File: src/rtl/anthem_pkg.sv
// Shared anthem stream definitions: phrase ROM contents, sync pattern and checker states.
// Both the transmit and receive ends import this so the phrase is defined once.
package anthem_pkg;

  localparam int unsigned FRAME_LEN = 51;

  localparam logic [7:0] SYNC_B0 = 8'h61;  // 'a' at position 49
  localparam logic [7:0] SYNC_B1 = 8'h20;  // ' ' at position 50
  localparam logic [7:0] SYNC_B2 = 8'h54;  // 'T' at position 0

  // First character sits in the most significant byte.
  localparam logic [8*FRAME_LEN-1:0] PHRASE =
    "Tajumulco Tacana Acatenango Fuego Santa Maria Agua ";

  typedef enum logic [1:0] {
    StHunt,
    StVerify,
    StLocked
  } state_e;

  function automatic logic [7:0] phrase_byte(input logic [5:0] idx);
    int unsigned i;
    i = 32'(idx);
    if (i < FRAME_LEN) begin
      return PHRASE[8*(FRAME_LEN-1-i) +: 8];
    end
    return 8'h00;
  endfunction

endpackage

File: src/rtl/anthem_rom.sv
// Combinational phrase lookup: position -> expected byte, 0x00 beyond the frame.
module anthem_rom
  import anthem_pkg::*;
(
  input  logic [5:0] i_idx,
  output logic [7:0] o_byte
);

  always_comb begin
    o_byte = phrase_byte(i_idx);
  end

endmodule

File: config.mk
export PLATFORM = sky130hd
export DESIGN_NAME = anthem_rom
export DESIGN_NICKNAME = d
export VERILOG_FILES = /design/src/rtl/anthem_pkg.sv /design/src/rtl/anthem_rom.sv
export SDC_FILE = /design/constraint.sdc
export NUM_CORES = 1
export LEC_CHECK = 0
export BUFFER_PORTS_ARGS = -buffer_cell sky130_fd_sc_hd__clkbuf_2
export CORE_MARGIN = 1
export CORE_UTILIZATION = 45
export DETAILED_ROUTE_END_ITERATION = 12
export PLACE_DENSITY = 0.7
export RECOVER_POWER = 100
export SYNTH_ARGS = -nofsm -noshare
export SYNTH_HDL_FRONTEND = slang
export SYNTH_SLANG_ARGS = --single-unit
File: constraint.sdc
create_clock -name vclk -period 2.75
set_input_delay 0.4125 -clock vclk [all_inputs]
set_output_delay 0.4125 -clock vclk [all_outputs]
set_load 0.05 [all_outputs]
==> metrics.yaml <==
outcome: "finished with violations"
violations: "DRC"
diodes: 0
cp-start-kind: "input pin"
power_frac_comb: 1.000
drc_errors: 4
drive_above_1_share: 0.406
first_global_vias: 1635
critPathCaptureType: "output port"
p_leak_uw: 0.000752
dr.pass1.iters: 9
slowest_stage: "xnor3_1"
power_frac_seq: 0
avgSynthCellArea_sq_um: 7.14
syn-instance-count: 198
row_count: 19
setup_viol: 0
layout.area.seq_sq_um: 0
power_density_nw_per_um2: 273
grt.overflow.total: 0
crit_type: "input pin to output port"
slowest_delay_ns: 0.39
max-slew-margin-rel: 0.606
io_pins: 14
synth_nets: 206
synth-seq-area-share: 0
hold_class: "input pin to output port"
finalCriticalPeriod_ns: 2.68
required_ns: 2.34
intPower_uw: 222
vias: 1781
hold_buffers: 0
critPathTopFamily: "compound AO/OA/AOI/OAI gates"
fp.dieW_um: 58.1
tightest_slew_ns: 0.584
synth_top_cell_by_area: "a211oi_1"
worst_slack_ns: 0.0729
nClkBuffers: 0
antenna_found_initial: 0
finalCritPeriodShare: 0.973
hold_start: "i_idx[5]"
dp_hpwl_mm: 3.72
routedWlPerCell_um: 18.2
dieArea_sq_um: 3370
whs_ns: 1.64
nets: 239
arrival_ns: 2.26
areaGrowthSynthToFinish_pct: 38.1
start_util: 0.492
routabilityCongestion: 1.05
fill_cells: 263
dp.cells: 271
viasPerCell: 6.57
routed_wl_mm: 4.93
hold_viol_final: 0
ant_nets: 0
grt_max_degree: 19
synth_top_area_share: 0.0425
max_cap_viol_count: 0
fmax_mhz: 374
fp.dieH_um: 58.1
drtIter0Drc: 155
layout.cells.non_filler: 271
netSwitchingFraction: 0.583
crit_chain: "buf_2 > buf_4 > xnor3_1 > o21a_1 > o211a_1 > a311oi_2 > a211oi_4 > buf_8"
p_switching_uw: 311
pre_cts_ws_ns: -0.177
grt_use_total: 0.304
n_sequential_cell: 0
ys_warn_count: 0
yosysUniqueCellTypes: 64
final_max_slew_viol_count: 0
cp_max_fo: 15
hold_end: "o_byte[5]"
min_delay_path_depth: 5
critPathBufInv: 3
cts_setup_buffers: 0
irDropWorstVdd_mv: 0.126
pwr-share-clk: 0
synthTopCellsByArea: "a211oi_1 4.2%, buf_6 4.0%, buf_2 3.9%"
syn_area_sq_um: 1410
core_region_area_sq_um: 2880
numPortBuffers: 13
grt_pass1_wl_mm: 8.09
[how the worst max path moves through the flow]
stage | startpoint | end | slack [ns] | cells after the start
floorplan | i_idx[0] | o_byte[5] | -0.07 | 7
global placement | i_idx[0] | o_byte[0] | -0.09 | 9
detailed placement | i_idx[0] | o_byte[0] | -0.18 | 10
CTS | i_idx[0] | o_byte[4] | -0.03 | 9
global route | i_idx[1] | o_byte[6] | -0.002 | 9
finish | i_idx[0] | o_byte[0] | 0.07 | 8
[synthesized netlist by cell type (3+ instances only)]
master     number
a211oi_1        8
a21oi_1        10
a311oi_1        4
a31oi_1         5
buf_2          11
buf_4           3
buf_6           5
clkbuf_1        5
mux2i_1         3
nand2_1        11
nand2b_1        7
nand3_1         6
nor2_1         10
nor2b_1         4
nor3_1          7
nor3b_1         4
o2111ai_1       3
o211ai_1        7
o21ai_0        10
o21ai_1         5
o221ai_1        3
o311ai_1        4
xnor2_1         5
[power groups by stage]
stage	Clock (uW)	Sequential [uW]	Combinational, uW
3_3_place_gp	0	0	471
4_1_cts	0	0	502
3_5_place_dp	0	0	477
5_1_grt	0	0	563
6_report	0	0	533
2_1_floorplan	0	0	337
[what timing repair did]
item | CTS | global route
pin swaps | 1 | 4
gates resized for setup | 15 | 25
endpoints found under the setup margin | 7 | 7
[layer usage]
metal | up-vias | share of wire | global-route usage
li1 | 838 | - | -
met4 | 0 | 0.015 | 0.0374
met2 | 85 | 0.49 | 0.527
met1 | 849 | 0.43 | 0.428
met3 | 9 | 0.062 | 0.0112
met5 | - | 0 | 0
[worst min-delay path, delay by kind of cell]
family / cells / cell delay (ns)
buffers and inverters: 3 / 0.53
XOR/XNOR: 1 / 0.18
AO/OA/AOI/OAI: 1 / 0.10
[stage by stage]
stage	area, sq um	util	setup TNS, ns	power, uW
finish	1950	0.679	0	533
global route	1950	0.679	-0.00283	563
CTS	1840	0.641	-0.0878	502
detailed placement	1790	0.621	-0.571	477
global placement	1790	0.621	-0.211	471
floorplan	1490	-	-0.0726	337
[cell usage in the layout (no fill, tap or decap), drive strengths merged, types with 3 or more instances in the layout]
cell type | Yosys | final
a211oi | 8 | 8
nand2b | 8 | 8
nand3 | 6 | 6
nor3 | 9 | 9
o21ai | 15 | 15
a311oi | 4 | 4
a31oi | 6 | 6
nor2b | 4 | 4
o311ai | 7 | 7
nor2 | 10 | 10
o221ai | 3 | 3
xor2 | 3 | 3
inv | 4 | 4
nand2 | 11 | 11
clkbuf | 5 | 6
o211ai | 7 | 7
a221oi | 3 | 3
o2111ai | 3 | 3
a21boi | 3 | 3
o31ai | 3 | 3
mux2i | 3 | 3
a21oi | 10 | 10
nor3b | 4 | 4
buf | 19 | 49
xnor2 | 7 | 7
[final cells by class]
cell class         count  area, sq um  area share
repair buffers        55          429       0.220
multi-input cells    168         1450       0.742
well taps             42         52.6      0.0269
inverters              6         22.5      0.0115
[cell families after synthesis]
group | after synthesis | synth area share
and+or+nand+nor | 64 | 0.264
buffers and inverters | 30 | 0.124
adders and majority gates | 2 | 0.0177
AOI/OAI and AO/OA | 84 | 0.445
muxes | 5 | 0.0372
xor gates and xnor gates | 12 | 0.110
other | 1 | 0.00265
Note: power is estimated with default switching activity, not from simulation.
